<file path="src/rtl/mult_pkg.sv">
// Shared types and sizing helpers for the sequential shift-add multiplier.
package mult_pkg;

  typedef enum logic [1:0] {IDLE, RUN, FIN} mult_state_t;

  function automatic int unsigned cnt_w(input int unsigned w);
    return $clog2(w) + 1;
  endfunction

endpackage

</file>
<file path="src/rtl/ripple_add.sv">
// Combinational W-bit ripple-carry adder; carry-out is returned as s[W].
module ripple_add #(
  parameter int unsigned W = 32
) (
  input  logic [W-1:0] x,
  input  logic [W-1:0] y,
  output logic [W:0]   s
);

  logic [W-1:0] c;

  assign s[0] = x[0] ^ y[0];
  assign c[0] = x[0] & y[0];

  for (genvar i = 1; i < W; i++) begin : g_fa
    assign s[i] = x[i] ^ y[i] ^ c[i-1];
    assign c[i] = (x[i] & y[i]) | (c[i-1] & (x[i] ^ y[i]));
  end

  assign s[W] = c[W-1];

endmodule

</file>
<file path="src/rtl/shift_add_mult.sv">
// Multi-cycle right-shift multiplier: one partial-product step per clock,
// sign handled by magnitude multiply plus final conditional negation.
module shift_add_mult
  import mult_pkg::*;
#(
  parameter int unsigned W = 32
) (
  input  logic           clk,
  input  logic           rst_n,
  input  logic           start,
  input  logic           signed_mode,
  input  logic [W-1:0]   a,
  input  logic [W-1:0]   b,
  output logic           busy,
  output logic           done,
  output logic [2*W-1:0] p
);

  localparam int unsigned CW = cnt_w(W);
  localparam logic [CW-1:0] LAST = CW'(W - 1);

  mult_state_t   state;
  logic [W-1:0]  hi, lo, mc;
  logic [CW-1:0] cnt;
  logic          neg;
  logic [W-1:0]  mag_a, mag_b, addend;
  logic [W:0]    sum;

  assign mag_a = (signed_mode && a[W-1]) ? -a : a;
  assign mag_b = (signed_mode && b[W-1]) ? -b : b;

  // Gating the addend gives {0, hi} when lo[0] is clear, same as a result mux.
  assign addend = lo[0] ? mc : '0;

  ripple_add #(.W(W)) u_add (
    .x(hi),
    .y(addend),
    .s(sum)
  );

  always_ff @(posedge clk or negedge rst_n) begin
    if (!rst_n) begin
      state <= IDLE;
      hi    <= '0;
      lo    <= '0;
      mc    <= '0;
      cnt   <= '0;
      neg   <= 1'b0;
      busy  <= 1'b0;
      done  <= 1'b0;
      p     <= '0;
    end else begin
      case (state)
        IDLE: begin
          done <= 1'b0;
          if (start) begin
            mc    <= mag_a;
            lo    <= mag_b;
            neg   <= signed_mode & (a[W-1] ^ b[W-1]);
            hi    <= '0;
            cnt   <= '0;
            busy  <= 1'b1;
            state <= RUN;
          end
        end
        RUN: begin
          hi  <= sum[W:1];
          lo  <= {sum[0], lo[W-1:1]};
          cnt <= cnt + 1'b1;
          if (cnt == LAST) state <= FIN;
        end
        FIN: begin
          p     <= neg ? -{hi, lo} : {hi, lo};
          done  <= 1'b1;
          busy  <= 1'b0;
          state <= IDLE;
        end
        default: state <= IDLE;
      endcase
    end
  end

endmodule

</file>
<file path="config.mk">
export PLATFORM = sky130hd
export DESIGN_NAME = shift_add_mult
export DESIGN_NICKNAME = d
export VERILOG_FILES = /design/src/rtl/mult_pkg.sv /design/src/rtl/ripple_add.sv /design/src/rtl/shift_add_mult.sv
export SDC_FILE = /design/constraint.sdc
export NUM_CORES = 1
export LEC_CHECK = 0
export CELL_PAD_IN_SITES_DETAIL_PLACEMENT = 1
export CELL_PAD_IN_SITES_GLOBAL_PLACEMENT = 2
export CORE_UTILIZATION = 38
export DETAILED_ROUTE_END_ITERATION = 16
export HOLD_SLACK_MARGIN = 0.05
export PLACE_DENSITY = 0.95
export REMOVE_ABC_BUFFERS = 1
export SYNTH_ARGS = -nofsm -noshare
export SYNTH_HDL_FRONTEND = slang
export SYNTH_HIERARCHICAL = 1
export SYNTH_SLANG_ARGS = --single-unit
</file>
<file path="constraint.sdc">
create_clock -name clk -period 25.2 [get_ports clk]
set_input_delay 3.78 -clock clk [delete_from_list [all_inputs] [get_ports clk]]
set_output_delay 3.78 -clock clk [all_outputs]
set_load 0.01 [all_outputs]
</file>
Yosys cells after proc, flatten, opt, wreduce, memory -nomap -nowiden
Cells that the tools add are included.
{"block": "classes", "bitwise": 159, "mux": 16, "eq_ne": 5, "reduce_logical": 9, "n_addsub": 4}
{"op": "32-bit two-way mux", "count": 5}
{"op": "32-bit case mux with 2 select lines", "count": 2}
{"op": "1-bit bitwise AND", "count": 64}
{"op": "64-bit two-way mux", "count": 1}
{"op": "32-bit negator", "count": 2}
{"op": "64-bit negator", "count": 1}
{"op": "1-bit bitwise XOR", "count": 64}
{"op": "1-bit bitwise OR", "count": 31}
{"op": "6-bit case mux with 2 select lines", "count": 1}
{"op": "2-bit AND reduction", "count": 4}
{"op": "6-bit by 1-bit adder with 6-bit output (second input constant)", "count": 1}
{"op": "6-bit by 5-bit == test with 1-bit output (second input constant)", "count": 1}
{"op": "6-bit two-way mux", "count": 1}
{"op": "2-bit two-way mux", "count": 2}
{"op": "2-bit != test (second input constant)", "count": 2}
{"op": "1-bit case mux with 2 select lines", "count": 2}
{"op": "2-bit case mux with 2 select lines", "count": 1}
{"op": "2-bit nonzero test", "count": 2}
{"op": "2-bit by 1-bit == test with 1-bit output (second input constant)", "count": 1}
{"op": "2-bit == test (second input constant)", "count": 1}
{"op": "1-bit logical AND", "count": 2}
{"op": "2-bit zero test", "count": 1}
{"op": "1-bit two-way mux", "count": 1}
{"block": "word_totals", "out_inout_bits": 66, "word_cells": 202, "register_bits": 171}

Logic depth before layout (Yosys ltp)
Gate-level depths: netlist of run 1.
{"block": "logic_depth", "depth_word": 65, "ltp_mapped": 39, "mapped_depth_nobuf": 38}

By module
The synthesis of run 1 kept the hierarchy.
{"module": "shift_add_mult", "n_inst": 1, "seq_area_each_um2": 4279.1, "cells_per_inst": 987, "area_per_inst_um2": 9171.3}
{"module": "ripple_add", "n_inst": 1, "seq_area_each_um2": 0.0, "cells_per_inst": 42, "area_per_inst_um2": 670.6}

Worst setup path after synthesis of run 1
Ideal clock, no wire load.
{"block": "synth_path", "path_type": "reg-to-reg", "startpoint": "reg lo[0]", "endpoint": "reg hi[30]", "period_less_slack_ns": 12.773, "setup_slack_ns": 12.427, "stages_incl_launch_ff": 40, "arrival_time_ns": 12.707, "setup_ns": 0.066, "cell_sequence": "dfrtp_1 clkbuf_1 clkbuf_1 and2_1 fa_1 fa_1 fa_1 fa_1 fa_1 fa_1 fa_1 fa_1 fa_1 fa_1 fa_1 fa_1 fa_1 fa_1 [4 not listed] inv_1 fa_1 fa_1 fa_1 fa_1 fa_1 fa_1 fa_1 fa_1 fa_1 fa_1 fa_1 fa_1 fa_1 inv_1 fa_1 inv_1 a22o_1"}
{"block": "synth_via", "elab_chain_cells": 64}
{"element": "from (decl)", "line": "shift_add_mult.sv:23", "text": "logic [W-1:0] hi, lo, mc;"}
{"element": "from (signal assigned)", "line": "shift_add_mult.sv:58", "text": "lo <= mag_b;"}
{"element": "from (signal assigned)", "line": "shift_add_mult.sv:68", "text": "lo <= {sum[0], lo[W-1:1]};"}
{"element": "32-bit two-way mux (*)", "line": "shift_add_mult.sv:33", "text": "assign addend = lo[0] ? mc : '0;"}
{"element": "net addend[1]", "line": "shift_add_mult.sv:26", "text": "logic [W-1:0] mag_a, mag_b, addend;"}
{"element": "1-bit bitwise XOR", "line": "ripple_add.sv:17", "text": "assign c[i] = (x[i] & y[i]) | (c[i-1] & (x[i] ^ y[i]));"}
{"element": "1-bit bitwise AND", "line": "ripple_add.sv:17"}
{"element": "1-bit bitwise OR (*)", "line": "ripple_add.sv:17"}
{"element": "1-bit bitwise AND (*)", "line": "ripple_add.sv:17"}
{"element": "1-bit bitwise OR (*)", "line": "ripple_add.sv:17"}
{"element": "1-bit bitwise AND (*)", "line": "ripple_add.sv:17"}
{"element": "[50 not listed]"}
{"element": "1-bit bitwise OR (*)", "line": "ripple_add.sv:17"}
{"element": "1-bit bitwise AND (*)", "line": "ripple_add.sv:17"}
{"element": "1-bit bitwise OR (*)", "line": "ripple_add.sv:17"}
{"element": "1-bit bitwise AND (*)", "line": "ripple_add.sv:17"}
{"element": "1-bit bitwise OR (*)", "line": "ripple_add.sv:17"}
{"element": "1-bit bitwise XOR (*)", "line": "ripple_add.sv:16", "text": "assign s[i] = x[i] ^ y[i] ^ c[i-1];"}
{"element": "net sum[31]", "line": "shift_add_mult.sv:27", "text": "logic [W:0] sum;"}
{"element": "32-bit case mux with 2 select lines (*)", "line": "shift_add_mult.sv:53", "text": "case (state)"}
{"element": "to (signal assigned)", "line": "shift_add_mult.sv:67", "text": "hi <= sum[W:1];"}
{"element": "to (decl)", "line": "shift_add_mult.sv:23"}
Mark *: on every way through the listed nets, which the timed path passes. The rest lies on a longest branch.
A chain may end at the register's enable or synchronous reset.

Worst setup path after layout of run 1
{"block": "layout_path", "startpoint": "reg lo[0]", "endpoint": "reg hi[30]"}
{"block": "layout_via", "elab_chain_cells": 64}
{"element": "32-bit two-way mux", "line": "shift_add_mult.sv:33"}
{"element": "net addend[0]", "line": "shift_add_mult.sv:26"}
{"element": "1-bit bitwise AND", "line": "ripple_add.sv:13", "text": "assign c[0] = x[0] & y[0];"}
{"element": "1-bit bitwise AND", "line": "ripple_add.sv:17"}
{"element": "1-bit bitwise OR", "line": "ripple_add.sv:17"}
{"element": "1-bit bitwise AND", "line": "ripple_add.sv:17"}
{"element": "1-bit bitwise OR", "line": "ripple_add.sv:17"}
{"element": "1-bit bitwise AND", "line": "ripple_add.sv:17"}
{"element": "[50 not listed]"}
{"element": "1-bit bitwise OR", "line": "ripple_add.sv:17"}
{"element": "1-bit bitwise AND", "line": "ripple_add.sv:17"}
{"element": "1-bit bitwise OR", "line": "ripple_add.sv:17"}
{"element": "1-bit bitwise AND", "line": "ripple_add.sv:17"}
{"element": "1-bit bitwise OR", "line": "ripple_add.sv:17"}
{"element": "1-bit bitwise XOR", "line": "ripple_add.sv:16"}
{"element": "net sum[31]", "line": "shift_add_mult.sv:27"}
{"element": "32-bit case mux with 2 select lines", "line": "shift_add_mult.sv:53"}
The timed path passes the listed nets, and every way through them passes these cells.

==> impl_metrics.csv, run 1 <==
group,metric,value,unit
yosys,synth-edff-count,0,
clock_network,root_buffer,"clkbuf_16",
place,dpl.hpwl,20000,µm
timing,min_period,13.89,ns
yosys,synth_compound_area_frac,0.197,
global_route,grt.total_usage,0.221,
critical_path,cp-end-kind,"flip-flop",
clock_network,post_cts_resized,0,
clock_network,ctsHoldBuffers,0,
yosys,synth_top_family_by_area,"compound AO/OA/AOI/OAI gates",
yosys,syn-cell-area,0.00984,mm²
yosys,synth_cell_types,51,
min_path,hold_path_class,"flip-flop to flip-flop",
critical_path,slowest_delay,0.71,ns
yosys,synth_area_leaders,"dfrtp_1, xor2_1, o21ai_0",
clock_network,clock_latency,0.43,ns
floorplanning,die_area,0.0265,mm²
timing,grt_setup_unrepaired,"no",
timing,finalClockSkew,0.00851,ns
final_layout,fin_nets,1226,
final_layout,n_fill_cell,2843,
yosys,synth_top_area_cell,"dfrtp_1",
yosys,synthSimpleGateAreaFrac,0.156,
yosys,ys.flop_type,"dfrtp_1",
run,cap_viol_max_count,0,
floorplanning,die_w,163,µm
timing,hold_viol,0,
floorplanning,io_pins,134,
pwr,irDropWorstVdd,0.0522,mV
global_route,antenna_found_initial,0,
yosys,ys_ff_latch,171,
clock_network,cts_buffers,17,
place,io_buffers,133,
pwr,power.leakage,0.00482,µW
clock_network,post_cts_buffers,0,
critical_path,path_class,"flip-flop to flip-flop",
clock_network,clock_tree.buffer_depth,2,
yosys,synth_xor_area_frac,0.108,
timing,max_clock_freq,72.0,MHz
yosys,yosysSeqAreaShare,0.435,
final_layout,layout-drive-gt1-share,0.0493,
final_layout,layout.cells.most_common,"dfrtp_1",
critical_path,crit_path_max_fanout,37,
clock_network,htreeDepth,4,
yosys,avgSynthCellArea,9.56,µm²
clock_network,clock-sinks,171,
critical_path,cp-start-kind,"flip-flop",
clock_network,clk_pin_slew_worst_paths,0.07,ns
yosys,synthMuxAreaShare,0.00102,
global_route,grt.overflow.total,0,
routing,drc_errors,0,
routing,dr_total_vias,8121,
floorplanning,row_count,58,
yosys,ys_warn_count,6,
routing,routed_wl,28200,µm
timing,fin_crit_sh,0.551,
run_status,status,"finished clean",
timing,finalMaxSlewViolations,0,
critical_path,cp.required,25.57,ns
final_layout,final_cell_mix,"dfrtp_1, o21ai_0, nand2_1, clkdlybuf4s50_1, xor2_1",
yosys,yosysTopAreaCellShare,0.435,
global_route,grt_first_pass_wirelength,45600,µm
pwr,p_per_area,88.1,mW/mm²
timing,setup_viol_count_final,0,
floorplanning,die_h,163,µm
global_route,grt_pass1_vias,8488,
critical_path,crit_arrival,14.26,ns
final_layout,n_antenna_cell,0,
floorplanning,start_util,0.389,
routing,first_iter_violations,423,
routing,viasPerCell,5.54,
yosys,synth_cells,1029,
critical_path,cp_slowest_cell,"dfrtp_1",
timing,worstMarginPinSlew,1.19,ns
global_route,grt_max_degree,97,
routing,drtAntennaViolNets,0,
routing,wl_per_cell,19.3,µm
place,gp_congestion,0.803,
pwr,power,1060,µW
clock_network,tritoncts,"yes",
timing,final.setup.tns,0,ns
yosys,async_flop_share,1.00,
timing,maxSlewHeadroom,0.208,
final_layout,area_delta_synth_final,22.5,%
floorplanning,coreArea,0.0253,mm²
routing,drt_pre_antenna_iters,4,
yosys,synth_fa_ha_area_frac,0.0694,
critical_path,cpMostUsedCell,"fa_1",
==> power by group <==
part	switching (µW)	total, µW	internal, µW
clock	111	293	182
sequential	110	450	340
combinational	157	319	162
total	379	1060	684
==> synthesized netlist by cell type (all sizes together) (11+ instances only) <==
| cell | count |
|---|---|
| fa | 31 |
| buf | 11 |
| o21ai | 153 |
| xor2 | 93 |
| o31ai | 34 |
| clkbuf | 54 |
| a21oi | 24 |
| or3 | 19 |
| a22o | 33 |
| o41ai | 16 |
| and2 | 36 |
| nor3 | 16 |
| xnor2 | 28 |
| or4 | 20 |
| o22ai | 15 |
| a22oi | 20 |
| inv | 19 |
| dfrtp | 171 |
| nand2 | 139 |
| nor2 | 33 |
==> flip-flops by register name (all words and copies together) (netlist names) <==
register and cells:
busy 1, cnt 6, done 1, hi 32, lo 32, mc 32, neg 1, p 64
state 2
==> critical path: cells and delay by family, from the launching register on <==
kind,cells,cell delay [ns]
and+or+nand+nor,1,0.31
buffers and inverters,4,0.27
AOI/OAI and AO/OA,1,0.15
DFF,1,0.71
adders and majority gates,32,12.35
==> logic make-up (layout without fill, tap and decap cells) <==
family                     after synthesis  in the layout
AOI/OAI and AO/OA                      308            308
xor gates and xnor gates               121            121
DFF                                    171            171
adders and majority gates               36             36
muxes                                    1              1
and+or+nand+nor                        307            307
buffers and inverters                   85            191
==> layout make-up <==
type                    instances  area [µm²]  area share
repair buffers                139        1380       0.114
multi-input cells             773        5260       0.436
clock buffers                  22         464      0.0385
well taps                     330         413      0.0342
flip-flops and latches        171        4280       0.355
clock inverters                10         189      0.0157
inverters                      20        75.1     0.00623
==> metal layers <==
metal,GRT usage,routed length (µm),part of all wire
met2,0.370,13800,0.49
met4,0.0782,623,0.022
met5,0,0,0
met3,0.0344,1110,0.039
met1,0.290,12700,0.45
==> stage by stage <==
stage | hold WS [ns] | worst slack [ns] | util | area, µm² | cells
floorplan | 0.431 | 12.31 | - | 9580 | 964
global placement | 0.448 | 11.74 | 0.450 | 11400 | 1433
global route | 0.494 | 10.84 | 0.476 | 12100 | 1465
finish | 0.474 | 11.31 | 0.476 | 12100 | 1465
CTS | 0.482 | 11.22 | 0.476 | 12100 | 1465
detailed placement | 0.467 | 11.47 | 0.450 | 11400 | 1433
==> final timing paths <==
kind | startpoint | to | slack (ns) | cells after the start
max reg2reg | lo[0] | hi[30] | 11.31 | 38
max in group asynchronous | rst_n | busy | 20.17 | 2
min in group asynchronous | rst_n | p[12] | 3.41 | 1
max | lo[0] | hi[30] | 11.31 | 38
min reg2reg | mc[31] | mc[31] | 0.47 | 2
min | mc[31] | mc[31] | 0.47 | 2
Power figures use the tool's default switching activity.
==> run 2, diff against run 1 <==
--- a/config.mk
+++ b/config.mk
@@ -7,10 +7,10 @@
 export LEC_CHECK = 0
 export CELL_PAD_IN_SITES_DETAIL_PLACEMENT = 1
 export CELL_PAD_IN_SITES_GLOBAL_PLACEMENT = 2
-export CORE_UTILIZATION = 38
+export CORE_UTILIZATION = 32
 export DETAILED_ROUTE_END_ITERATION = 16
 export HOLD_SLACK_MARGIN = 0.05
-export PLACE_DENSITY = 0.95
+export PLACE_DENSITY = 0.88
 export REMOVE_ABC_BUFFERS = 1
 export SYNTH_ARGS = -nofsm -noshare
 export SYNTH_HDL_FRONTEND = slang
==> constraint.sdc (replaced) <==
create_clock -name clk -period 12.5 [get_ports clk]
set_input_delay 1.875 -clock clk [delete_from_list [all_inputs] [get_ports clk]]
set_output_delay 1.875 -clock clk [all_outputs]
set_load 0.01 [all_outputs]
==> impl_metrics.csv, run 2 (synthesis results as in run 1) <==
group,metric,value,unit
timing,final.setup.tns,0,ns
critical_path,cp-end-kind,"flip-flop",
run,cap_viol_max_count,0,
timing,worstMarginPinSlew,1.18,ns
clock_network,cts_buffers,17,
routing,drc_errors,0,
critical_path,crit_path_max_fanout,2,
place,dpl.hpwl,20500,µm
routing,drtAntennaViolNets,0,
critical_path,cpMostUsedCell,"fa_2",
final_layout,layout-drive-gt1-share,0.0736,
floorplanning,die_area,0.0315,mm²
floorplanning,row_count,63,
routing,viasPerCell,5.27,
clock_network,tritoncts,"yes",
floorplanning,coreArea,0.0300,mm²
pwr,irDropWorstVdd,0.121,mV
final_layout,top_register,"p",
critical_path,slowest_delay,0.40,ns
clock_network,root_buffer,"clkbuf_16",
final_layout,multi_input_area,0.00531,mm²
floorplanning,die_h,177,µm
timing,setup_viol_count_final,0,
pwr,power.leakage,0.00477,µW
floorplanning,start_util,0.329,
routing,first_iter_violations,367,
critical_path,cpLargestDelayFamily,"adder cells",
timing,fin_ws,0.250,ns
timing,hold_viol,0,
timing,max_clock_freq,81.6,MHz
global_route,grt.overflow.total,0,
final_layout,area_delta_synth_final,23.2,%
critical_path,path_class,"flip-flop to flip-flop",
routing,wl_per_cell,18.5,µm
final_layout,n_antenna_cell,0,
min_path,hold_path_class,"flip-flop to flip-flop",
critical_path,cp.required,12.88,ns
clock_network,clock_latency,0.44,ns
global_route,grt_pass1_vias,8418,
run_status,status,"finished clean",
final_layout,n_fill_cell,3408,
global_route,grt_first_pass_wirelength,45800,µm
timing,fin_crit_sh,0.980,
timing,maxSlewHeadroom,0.214,
routing,drt_pre_antenna_iters,4,
place,dp_slack,-0.638,ns
timing,finalClockSkew,0.00848,ns
clock_network,htreeDepth,4,
floorplanning,die_w,177,µm
critical_path,critPathBufInv,4,
routing,dr_total_vias,8061,
final_layout,largest_reg_flops,64,
final_layout,fin_nets,1232,
place,gp_congestion,0.788,
timing,min_period,12.25,ns
clock_network,clk_pin_slew_worst_paths,0.07,ns
final_layout,regArea,0.00428,mm²
global_route,grt_max_degree,133,
routing,routed_wl,28300,µm
final_layout,layout.cells.most_common,"dfrtp_1",
critical_path,cp-start-kind,"flip-flop",
timing,hold_slack,0.474,ns
timing,finalMaxSlewViolations,0,
critical_path,crit_arrival,12.63,ns
global_route,grt.total_usage,0.187,
floorplanning,io_pins,134,
final_layout,final_cell_mix,"dfrtp_1, o21ai_0, nand2_1, clkdlybuf4s50_1, xor2_1",
clock_network,clock_tree.buffer_depth,2,
critical_path,cp_slowest_cell,"fa_1",
global_route,antenna_found_initial,0,
place,io_buffers,133,
clock_network,clock-sinks,171,
pwr,p_per_area,171,mW/mm²
==> run 2: cell count changes in the layout (fill, tap and decap cells not counted) <==
cell / previous run / this run
clkbuf_1: 3 / 2
clkbuf_8: 2 / 0
fa_2: 0 / 21
clkinv_4: 3 / 2
clkinvlp_4: 1 / 4
buf_4: 6 / 12
bufinv_16: 5 / 1
inv_6: 0 / 3
clkinv_2: 1 / 3
fa_1: 31 / 10
==> run 2: layout make-up <==
class                           count  share of cell area
Inverter                           20             0.00619
Clock inverter                     13             0.00980
Multi-Input combinational cell    773               0.438
Clock buffer                       19              0.0357
Tap cell                          390              0.0402
Timing Repair Buffer              145               0.117
Sequential cell                   171               0.353
==> run 2: path summary, 6_finish.rpt <==
path	startpoint	endpoint	slack, ns	cells after the start
max	mc[0]	hi[30]	0.25	38
min reg2reg	mc[21]	mc[21]	0.47	2
min in group asynchronous	rst_n	mc[10]	1.52	1
max in group asynchronous	rst_n	p[32]	9.48	2
max reg2reg	mc[0]	hi[30]	0.25	38
min	mc[21]	mc[21]	0.47	2
==> run 2: power breakdown <==
part | total, µW | internal, µW | leakage (µW) | switching, µW
registers | 885 | 686 | 0.00221 | 199
clock network | 510 | 275 | 0.000260 | 235
logic | 678 | 340 | 0.00230 | 338
total | 2070 | 1300 | 0.00477 | 772
==> run 2: worst reg2reg max path, delay by kind of cell, from the launching register on <==
family | cells | cell delay (ns)
adders and majority gates | 32 | 11.28
buffers and inverters | 4 | 0.27
AOI/OAI and AO/OA | 1 | 0.12
DFF | 1 | 0.38
and+or+nand+nor | 1 | 0.16
==> run 2: stage by stage <==
step | power [µW] | area, µm² | std cells | utilization
after floorplan | 1300 | 9580 | 964 | -
after global placement | 1500 | 11500 | 1498 | 0.385
after detailed placement | 1550 | 11500 | 1498 | 0.385
after CTS | 2090 | 12100 | 1531 | 0.404
after global routing | 2220 | 12100 | 1531 | 0.405
final | 2070 | 12100 | 1531 | 0.405
==> run 2: routing by layer <==
layer | global-route usage | vias to the layer above | routed length [µm]
li1 | - | 3846 | -
met1 | 0.249 | 4033 | 12900
met2 | 0.314 | 149 | 13800
met3 | 0.0259 | 33 | 977
met4 | 0.0602 | 0 | 582
met5 | 0 | - | 0
==> run 2: what timing repair did <==
item | in CTS | in global routing
buffers inserted | 1 | 0
gates resized for setup | 14 | 7
hold buffers | 0 | 0
endpoints found under the setup margin | 3 | 2
